`config.mk`:
```
export PLATFORM = sky130hd
export DESIGN_NAME = lc3_modport_flat
export DESIGN_NICKNAME = d
export VERILOG_FILES = /design/src/rtl/lc3_modport_if.sv /design/src/rtl/lc3_modport.sv /design/src/flat_wrapper.sv
export SDC_FILE = /design/constraint.sdc
export NUM_CORES = 1
export LEC_CHECK = 0
export CORE_MARGIN = 3
export CORE_UTILIZATION = 40
export DETAILED_ROUTE_END_ITERATION = 10
export GPL_ROUTABILITY_DRIVEN = 0
export SLEW_MARGIN = 20
export SYNTH_ARGS = -nofsm -noshare
export SYNTH_HDL_FRONTEND = slang
export SYNTH_SLANG_ARGS = --single-unit
```
`constraint.sdc`:
```
create_clock -name clock -period 6.9 [get_ports clock]
set_clock_uncertainty 0.05 [all_clocks]
set_input_delay 0.69 -clock clock [delete_from_list [all_inputs] [get_ports clock]]
set_output_delay 0.69 -clock clock [all_outputs]
set_load 0.005 [all_outputs]
```
`src/rtl/lc3_modport_if.sv`:
```
// Bus bundle between the LC-3 core and its instruction/data memories.
// The core drives the master side and the memory model drives the slave side.
interface lc3_modport_if;
  logic [15:0] pc;
  logic        instrmem_rd;
  logic [15:0] Instr_dout;
  logic        complete_instr;
  logic [15:0] Data_addr;
  logic [15:0] Data_din;
  logic        Data_rd;
  logic [15:0] Data_dout;
  logic        complete_data;

  modport master (
    output pc, instrmem_rd, Data_addr, Data_din, Data_rd,
    input  Instr_dout, complete_instr, Data_dout, complete_data
  );

  modport slave (
    input  pc, instrmem_rd, Data_addr, Data_din, Data_rd,
    output Instr_dout, complete_instr, Data_dout, complete_data
  );
endinterface

```
`src/rtl/lc3_modport.sv`:
```
// Multi-cycle LC-3 core (ADD, AND, NOT, LD, LDR, LDI, LEA, ST, STR, STI, BR, JMP).
// Optional feature: define LC3_INSTR_COUNT_EN to add twelve 32-bit
// retired-instruction counters, readable hierarchically.
module lc3_modport (
  input logic           clock,
  input logic           reset,
  lc3_modport_if.master bus
);

  typedef enum logic [2:0] {
    FETCH, DECODE, EXECUTE, MEM_IND, MEM_ACC, WRITEBACK, UPDATEPC
  } state_e;

  typedef enum logic [3:0] {
    OP_BR  = 4'h0,
    OP_ADD = 4'h1,
    OP_LD  = 4'h2,
    OP_ST  = 4'h3,
    OP_AND = 4'h5,
    OP_LDR = 4'h6,
    OP_STR = 4'h7,
    OP_NOT = 4'h9,
    OP_LDI = 4'hA,
    OP_STI = 4'hB,
    OP_JMP = 4'hC,
    OP_LEA = 4'hE
  } opcode_e;

  state_e      state, next_state;
  opcode_e     op;

  logic [15:0] pc;
  logic [15:0] npc;
  logic [15:0] ir;
  logic [15:0] regs [8];
  logic [2:0]  psr;

  logic [15:0] sr1_val;
  logic [15:0] sr2_val;
  logic [15:0] st_val;
  logic [15:0] alu_out;
  logic [15:0] address;
  logic [15:0] memout;
  logic [15:0] taddr;
  logic        br_taken;

  logic [15:0] imm5;
  logic [15:0] off6;
  logic [15:0] off9;
  logic [15:0] alu_op2;
  logic        is_load;
  logic        is_store;
  logic [15:0] wb_val;

  // Instruction field decode and derived operands
  always_comb begin
    op       = opcode_e'(ir[15:12]);
    imm5     = {{11{ir[4]}}, ir[4:0]};
    off6     = {{10{ir[5]}}, ir[5:0]};
    off9     = {{7{ir[8]}}, ir[8:0]};
    alu_op2  = ir[5] ? imm5 : sr2_val;
    is_load  = 1'b0;
    is_store = 1'b0;
    case (op)
      OP_LD, OP_LDR, OP_LDI: is_load  = 1'b1;
      OP_ST, OP_STR, OP_STI: is_store = 1'b1;
      default: ;
    endcase
    if (is_load) begin
      wb_val = memout;
    end else if (op == OP_LEA) begin
      wb_val = address;
    end else begin
      wb_val = alu_out;
    end
  end

  // State register
  always_ff @(posedge clock or negedge reset) begin
    if (!reset) begin
      state <= FETCH;
    end else begin
      state <= next_state;
    end
  end

  // Next-state decode; memory states wait for their completion strobe
  always_comb begin
    next_state = state;
    case (state)
      FETCH: begin
        if (bus.complete_instr) next_state = DECODE;
      end
      DECODE: next_state = EXECUTE;
      EXECUTE: begin
        case (op)
          OP_ADD, OP_AND, OP_NOT, OP_LEA: next_state = WRITEBACK;
          OP_LD, OP_LDR, OP_ST, OP_STR:   next_state = MEM_ACC;
          OP_LDI, OP_STI:                 next_state = MEM_IND;
          default:                        next_state = UPDATEPC;
        endcase
      end
      MEM_IND: begin
        if (bus.complete_data) next_state = MEM_ACC;
      end
      MEM_ACC: begin
        if (bus.complete_data) next_state = is_load ? WRITEBACK : UPDATEPC;
      end
      WRITEBACK: next_state = UPDATEPC;
      UPDATEPC:  next_state = FETCH;
      default:   next_state = FETCH;
    endcase
  end

  // Datapath registers, register file and condition codes
  always_ff @(posedge clock or negedge reset) begin
    if (!reset) begin
      pc       <= 16'h3000;
      npc      <= '0;
      ir       <= '0;
      psr      <= 3'b010;
      sr1_val  <= '0;
      sr2_val  <= '0;
      st_val   <= '0;
      alu_out  <= '0;
      address  <= '0;
      memout   <= '0;
      taddr    <= '0;
      br_taken <= 1'b0;
      for (int unsigned i = 0; i < 8; i++) begin
        regs[i] <= '0;
      end
    end else begin
      case (state)
        FETCH: begin
          if (bus.complete_instr) begin
            ir  <= bus.Instr_dout;
            npc <= pc + 16'd1;
          end
        end
        DECODE: begin
          sr1_val <= regs[ir[8:6]];
          sr2_val <= regs[ir[2:0]];
          st_val  <= regs[ir[11:9]];
        end
        EXECUTE: begin
          case (op)
            OP_ADD: alu_out <= sr1_val + alu_op2;
            OP_AND: alu_out <= sr1_val & alu_op2;
            OP_NOT: alu_out <= ~sr1_val;
            OP_LEA, OP_LD, OP_ST, OP_LDI, OP_STI: address <= npc + off9;
            OP_LDR, OP_STR: address <= sr1_val + off6;
            OP_BR: begin
              taddr    <= npc + off9;
              br_taken <= |(ir[11:9] & psr);
            end
            OP_JMP: begin
              taddr    <= sr1_val;
              br_taken <= 1'b1;
            end
            default: ;
          endcase
        end
        MEM_IND: begin
          if (bus.complete_data) address <= bus.Data_dout;
        end
        MEM_ACC: begin
          if (bus.complete_data && is_load) memout <= bus.Data_dout;
        end
        WRITEBACK: begin
          regs[ir[11:9]] <= wb_val;
          psr <= {wb_val[15], wb_val == '0, !wb_val[15] && (wb_val != '0)};
        end
        UPDATEPC: begin
          pc       <= br_taken ? taddr : npc;
          br_taken <= 1'b0;
        end
        default: ;
      endcase
    end
  end

  // Memory-side outputs, decoded from registered state only.
  // The fetch request is additionally gated by reset so it reads low while
  // the core is held in reset even though the state register already sits in FETCH.
  always_comb begin
    bus.pc          = pc;
    bus.instrmem_rd = reset && (state == FETCH);
    bus.Data_addr   = '0;
    bus.Data_din    = '0;
    bus.Data_rd     = 1'b1;
    if (state == MEM_IND || state == MEM_ACC) begin
      bus.Data_addr = address;
    end
    if (state == MEM_ACC && is_store) begin
      bus.Data_rd  = 1'b0;
      bus.Data_din = st_val;
    end
  end

`ifdef LC3_INSTR_COUNT_EN
  logic [31:0] addc, andc, notc, ldc, ldrc, ldic, leac, stc, strc, stic, jmpc, brc;

  // Retired-instruction counters, bumped once as each instruction leaves UPDATEPC
  always_ff @(posedge clock or negedge reset) begin
    if (!reset) begin
      addc <= '0;
      andc <= '0;
      notc <= '0;
      ldc  <= '0;
      ldrc <= '0;
      ldic <= '0;
      leac <= '0;
      stc  <= '0;
      strc <= '0;
      stic <= '0;
      jmpc <= '0;
      brc  <= '0;
    end else if (state == UPDATEPC) begin
      case (op)
        OP_ADD: addc <= addc + 32'd1;
        OP_AND: andc <= andc + 32'd1;
        OP_NOT: notc <= notc + 32'd1;
        OP_LD:  ldc  <= ldc  + 32'd1;
        OP_LDR: ldrc <= ldrc + 32'd1;
        OP_LDI: ldic <= ldic + 32'd1;
        OP_LEA: leac <= leac + 32'd1;
        OP_ST:  stc  <= stc  + 32'd1;
        OP_STR: strc <= strc + 32'd1;
        OP_STI: stic <= stic + 32'd1;
        OP_JMP: jmpc <= jmpc + 32'd1;
        OP_BR:  brc  <= brc  + 32'd1;
        default: ;
      endcase
    end
  end
`else
  // Counters compiled out; functional behaviour is unchanged.
`endif

endmodule

```
`src/flat_wrapper.sv`:
```
// flat-port wrapper written by rule: the top's interface ports become plain ports
module lc3_modport_flat 
  (clock, reset, bus_pc, bus_instrmem_rd, bus_Data_addr, bus_Data_din, bus_Data_rd, bus_Instr_dout, bus_complete_instr, bus_Data_dout, bus_complete_data);
  lc3_modport_if bus_i ();
  input logic clock;
  input logic reset;
  output wire logic [$bits(bus_i.pc)-1:0] bus_pc;
  output wire logic [$bits(bus_i.instrmem_rd)-1:0] bus_instrmem_rd;
  output wire logic [$bits(bus_i.Data_addr)-1:0] bus_Data_addr;
  output wire logic [$bits(bus_i.Data_din)-1:0] bus_Data_din;
  output wire logic [$bits(bus_i.Data_rd)-1:0] bus_Data_rd;
  input wire logic [$bits(bus_i.Instr_dout)-1:0] bus_Instr_dout;
  input wire logic [$bits(bus_i.complete_instr)-1:0] bus_complete_instr;
  input wire logic [$bits(bus_i.Data_dout)-1:0] bus_Data_dout;
  input wire logic [$bits(bus_i.complete_data)-1:0] bus_complete_data;
  assign bus_pc = bus_i.pc;
  assign bus_instrmem_rd = bus_i.instrmem_rd;
  assign bus_Data_addr = bus_i.Data_addr;
  assign bus_Data_din = bus_i.Data_din;
  assign bus_Data_rd = bus_i.Data_rd;
  assign bus_i.Instr_dout = bus_Instr_dout;
  assign bus_i.complete_instr = bus_complete_instr;
  assign bus_i.Data_dout = bus_Data_dout;
  assign bus_i.complete_data = bus_complete_data;
  lc3_modport u_core (.clock(clock), .reset(reset), .bus(bus_i));
endmodule
```
======== After elaboration in Yosys (flattened, before gate mapping) ========
Memory sizes are Yosys's and may differ from the RTL's.
Index checks and enable logic that the tools add are counted.
Widths: inputs -> output; s select.
operators by class
  bitwise operators ....................... 6
  div/mod/pow operators ................... 0
  shift operators ......................... 0
  equal/unequal tests ..................... 22
  add/sub/neg operators ................... 4
  reduce and logical (&&, ||, !) cells .... 27
  mux-type cells .......................... 33
  multiply operators ...................... 0
  order comparisons ....................... 4
operator list
  operator               count
  $mux 16                14
  $bmux 16 s3            3
  $bwmux 128             1
  $pmux 16 s2            3
  $add 16x16->16         3
  $demux 16 s3           1
  $pmux 16 s3            1
  $eq 4x4->1 const B     5
  $pmux 3 s6             1
  $add 16x1->16 const B  1
  $and 16x16->16         1
  $logic_not 16->1       1
  $not 16->16            1
  $reduce_bool 16->1     1
  $eq 4x3->1 const B     3
  $ge 4x4->1 const B     3
  $not 3->4              3
  $reduce_and 2->1       5
  $eq 3x3->1 const B     3
  $mux 3                 3
  $reduce_or 3->1        3
  $eq 4x2->1 const B     2
  $eq 3x2->1 const B     2
  $ne 2x2->1 const B     3
  other kinds (19)       29
storage, ports and cells
  RAM bits ................................ 0
  input bits .............................. 36
  word-level logic and storage cells ...... 118
  bits in read-only memories .............. 48
  memories kept ........................... 1
  bits in latches ......................... 0
  register bits after elaboration ......... 295
  output and inout bits ................... 50
memories
  memory            words  width  rd ports  clocked after Yosys merged registers in  wr ports  line               source
  (name not given)  16     3      1         0                                        0         lc3_modport.sv:96  case (op)

======== Depth between registers and ports, before layout ========
  depth in word-level cells ............... 6
  gate-level depth with buffers ........... 12
  mapped depth without buffers ............ 10

======== Least setup slack after synthesis ========
Ideal clock, no wire load.
  path kind ............................... flip-flop to flip-flop
  start point ............................. register u_core.ir[5]
  end point ............................... register u_core.alu_out[12]
  slack ................................... 3766 ps
  arrival ................................. 2942 ps
  cell stages (with the launch flop) ...... 12
  library setup time ...................... 142 ps
  path through ............................ dfrtp_1 -> clkbuf_1 -> mux2_2 -> ha_1 -> fa_1 -> a21oi_1 -> o21a_1 -> o21ai_1 -> a31oi_1 -> o21ai_0 -> xnor2_1 -> o221ai_1
on the way
  cells in the longest elaborated chain, start to end .. 3
  elaborated cells on any way between the ends .. 4
  classes of those cells .................. 1 x add/sub; 2 x mux; 1 x bitwise
RTL lines
  item                                              line                                    source
  start, declared                                   lc3_modport.sv:34                       logic [15:0] ir;
  start signal, assigned                            lc3_modport.sv:137                      ir <= bus.Instr_dout;
  $mux 16 (*)                                       lc3_modport.sv:61                       alu_op2 = ir[5] ? imm5 : sr2_val;
  $add 16x16->16 or $and 16x16->16 (tied branches)  lc3_modport.sv:148, lc3_modport.sv:149
  $pmux 16 s3 (*)                                   lc3_modport.sv:147                      case (op)
  end signal, assigned                              lc3_modport.sv:148                      OP_ADD: alu_out <= sr1_val + alu_op2;
  end signal, assigned                              lc3_modport.sv:149                      OP_AND: alu_out <= sr1_val & alu_op2;
  end signal, assigned                              lc3_modport.sv:150                      OP_NOT: alu_out <= ~sr1_val;
  end, declared                                     lc3_modport.sv:41                       logic [15:0] alu_out;
Mark *: on every way between the ends. The rest lies on a longest branch, timed or not.
A chain may end at the register's enable or synchronous reset.

======== Worst setup path after layout ========
  start point ............................. register u_core.state[2]
  end point ............................... output port bus_Data_din[14]
on the way
  cells in the longest elaborated chain, start to end .. 3
RTL lines
  item                    line                source
  start, declared         lc3_modport.sv:29   state_e state, next_state;
  start signal, assigned  lc3_modport.sv:83   state <= next_state;
  $eq 3x3->1              lc3_modport.sv:195  if (state == MEM_ACC && is_store) begin
  $logic_and 1x1->1       lc3_modport.sv:195
  $mux 16                 lc3_modport.sv:195
  end, declared           flat_wrapper.sv:10  output wire logic [$bits(bus_i.Data_din)-1:0] bus_Data_din;
No other way between the ends.

==> flow_summary.toml <==
[status]
status = "finished clean"

[yosys]
netlist_instances = 1835
yosysMostFrequentCell = "dfrtp_1"
ys_top_cells_by_count = "dfrtp_1, nand2_1, o21ai_0, nor2_1, a21oi_1"
synth_largest_area_cell = "dfrtp_1"
synth_ff_type = "dfrtp_1"
synth_area_um2 = 18000
synthTopCellsByArea = "dfrtp_1, mux4_2, nand2_1"
ys_ff_latch = 295
async_flop_share_pct = 100
syn_area_per_cell_um2 = 9.83
syn-num-nets = 1921
yosys_warnings = 0
synth_cell_types = 84
yosysSeqAreaShare_pct = 41.0
netlist.area_leader.share_pct = 40.5
synth_edf_count = 0

[placement]
io_buffers = 85
hpwl_um = 38000

[power_and_ir_drop]
p_leak_uw = 0.00876
p_per_area_nw_per_um2 = 500
ir_drop_v = 0.000258

[global_routing]
grt_usage_pct = 23.4
gr-total-overflow = 0
grt_max_degree = 169
grt_pass1_vias = 14200
antenna_found_initial = 3
grt_pass1_wl_um = 85700

[critical_path]
path_class = "reg -> out"
startpoint_type = "register"
endpoint_kind = "output port"
cp.required_ns = 6.16
arrival_ns = 3.26
crit_path_max_fanout = 17

[layout]
synthToLayoutAreaGrowth_pct = 13.1
drive_above_1_share_pct = 14.8
nFillCells = 4202
fin_nets = 1944
final_core_utilization_pct = 45.9

[floorplan]
die_h_um = 218
rows = 77
io_pins = 86
die_x_um = 218
core_um2 = 44400
start_util_pct = 40.6
die_area_um2 = 47700

[route]
routed-via-count = 14400
drc = 0
drt-total-wl_um = 55700
drt_pass1_iterations = 5
wl_per_cell_um = 22.5
via_per_inst = 5.81
drt.antenna.violating_nets = 0
drtIter0Drc = 1413

[clock_network]
cts_root_buf = "clkbuf_16"
insertion_delay_ns = 0.56
postCtsHoldBufs = 0
cts_setup_buffers = 0
cts_buffers = 35
path_clk_slew_ns = 0.06
cts_tree = "built"
h-tree-depth = 2
clk_path_buf_depth = 3
cts_sinks = 295
cts_resized = 0

[timing]
slew_headroom_pct = 20.2
tightest_slew_ns = 1.20
grt_setup_unrepaired = "no"
hold_violations = 0
finalSetupViolCount = 0
fin_crit_sh_pct = 58.0
setup_tns_ns = 0
max_freq_mhz = 250
period_minus_slack_ns = 4.00
slew_viol_final = 0

[hold_path]
worstHoldPathType = "in -> async"

[job]
drv_cap = 0
[final timing paths]
| path | start | to | slack (ns) | cells past startpoint |
|---|---|---|---|---|
| max in group asynchronous | reset | u_core.st_val[6] | 5.40 | 2 |
| worst min register to register | u_core.psr[0] | u_core.psr[0] | 0.42 | 2 |
| worst min-delay path | reset | u_core.bus.pc[7] | 0.04 | 1 |
| worst max register to register | u_core.ir[5] | u_core.alu_out[14] | 3.50 | 10 |
| min in group clock | u_core.psr[0] | u_core.psr[0] | 0.42 | 2 |
| worst max-delay path | u_core.state[2] | bus_Data_din[14] | 2.90 | 4 |
[cells in the final DEF (no fill, tap or decap), types with 17 or more instances in the layout]
| master | count |
|---|---|
| a21o_1 | 17 |
| a21oi_1 | 118 |
| a221oi_1 | 25 |
| and2_1 | 20 |
| buf_4 | 26 |
| clkbuf_16 | 35 |
| clkdlybuf4s50_1 | 84 |
| dfrtp_1 | 288 |
| ha_1 | 47 |
| inv_1 | 26 |
| mux2_2 | 77 |
| mux2i_1 | 90 |
| mux4_2 | 64 |
| nand2_1 | 264 |
| nand3_1 | 23 |
| nor2_1 | 134 |
| nor2b_1 | 27 |
| o21a_1 | 24 |
| o21ai_0 | 188 |
| o21ai_1 | 23 |
| xnor2_1 | 22 |
| xor2_1 | 26 |
[power by group]
group	switching, uW	total (uW)	leakage [uW]	internal, uW
Sequential	798	3170	0.00383	2370
Combinational	3030	5230	0.00440	2200
Clock	761	1800	0.000539	1040
[per-layer routing]
metal | vias up | part of all wire, % | GRT usage (%)
met2 | 470 | 46 | 36.9
met1 | 7107 | 43 | 31.2
met5 | - | 0.023 | 0
met3 | 118 | 7.1 | 5.62
met4 | 2 | 4.1 | 9.13
li1 | 6681 | - | -
[kinds of logic after synthesis]
group | after synthesis | share of synthesized area [%]
adder cells (fa/ha/maj) | 50 | 3.59
flip-flops | 295 | 41.0
buffers and inverters | 153 | 3.77
AND/OR/NAND/NOR | 551 | 13.7
XOR/XNOR | 48 | 2.33
multiplexers | 242 | 18.7
AO/OA/AOI/OAI | 496 | 16.9
[layout make-up]
type	count	area [um^2]	share of cell area, %
Antenna cell	2	5.00	0.0245
Inverter	27	101	0.497
Tap cell	592	741	3.63
Sequential cell	295	7390	36.2
Timing Repair Buffer	112	1070	5.25
Multi-Input combinational cell	1387	9990	49.0
Clock inverter	9	92.6	0.454
Clock buffer	52	1000	4.90
[state kept, by name, indices dropped and copies added (netlist names)]
name,flops
u_core.address,16
u_core.alu_out,16
u_core.br_taken,1
u_core.bus.pc,16
u_core.ir,16
u_core.memout,16
u_core.npc,16
u_core.psr,3
u_core.regs,128
u_core.sr1_val,16
u_core.sr2_val,16
u_core.st_val,16
u_core.state,3
u_core.taddr,16
[critical path, stage by stage (launching register included)]
cell	delay (ns)
dfrtp_1	0.67
nor3b_2	0.40
and4_1	0.90
and2_1	0.24
clkdlybuf4s50_1	0.50
[stage by stage]
step	hold WS [ns]	power [uW]	cells	cell area, um^2	setup slack (ns)
finish	0.0425	10200	2476	20400	2.90
floorplan	0.344	6650	1835	18000	3.77
global route	0.0762	10900	2474	20400	2.70
global placement	0.403	8220	2413	19300	3.52
CTS	0.0438	10200	2474	20400	2.86
detailed placement	0.413	8330	2413	19300	3.45
(Power assumes the default switching activity.)
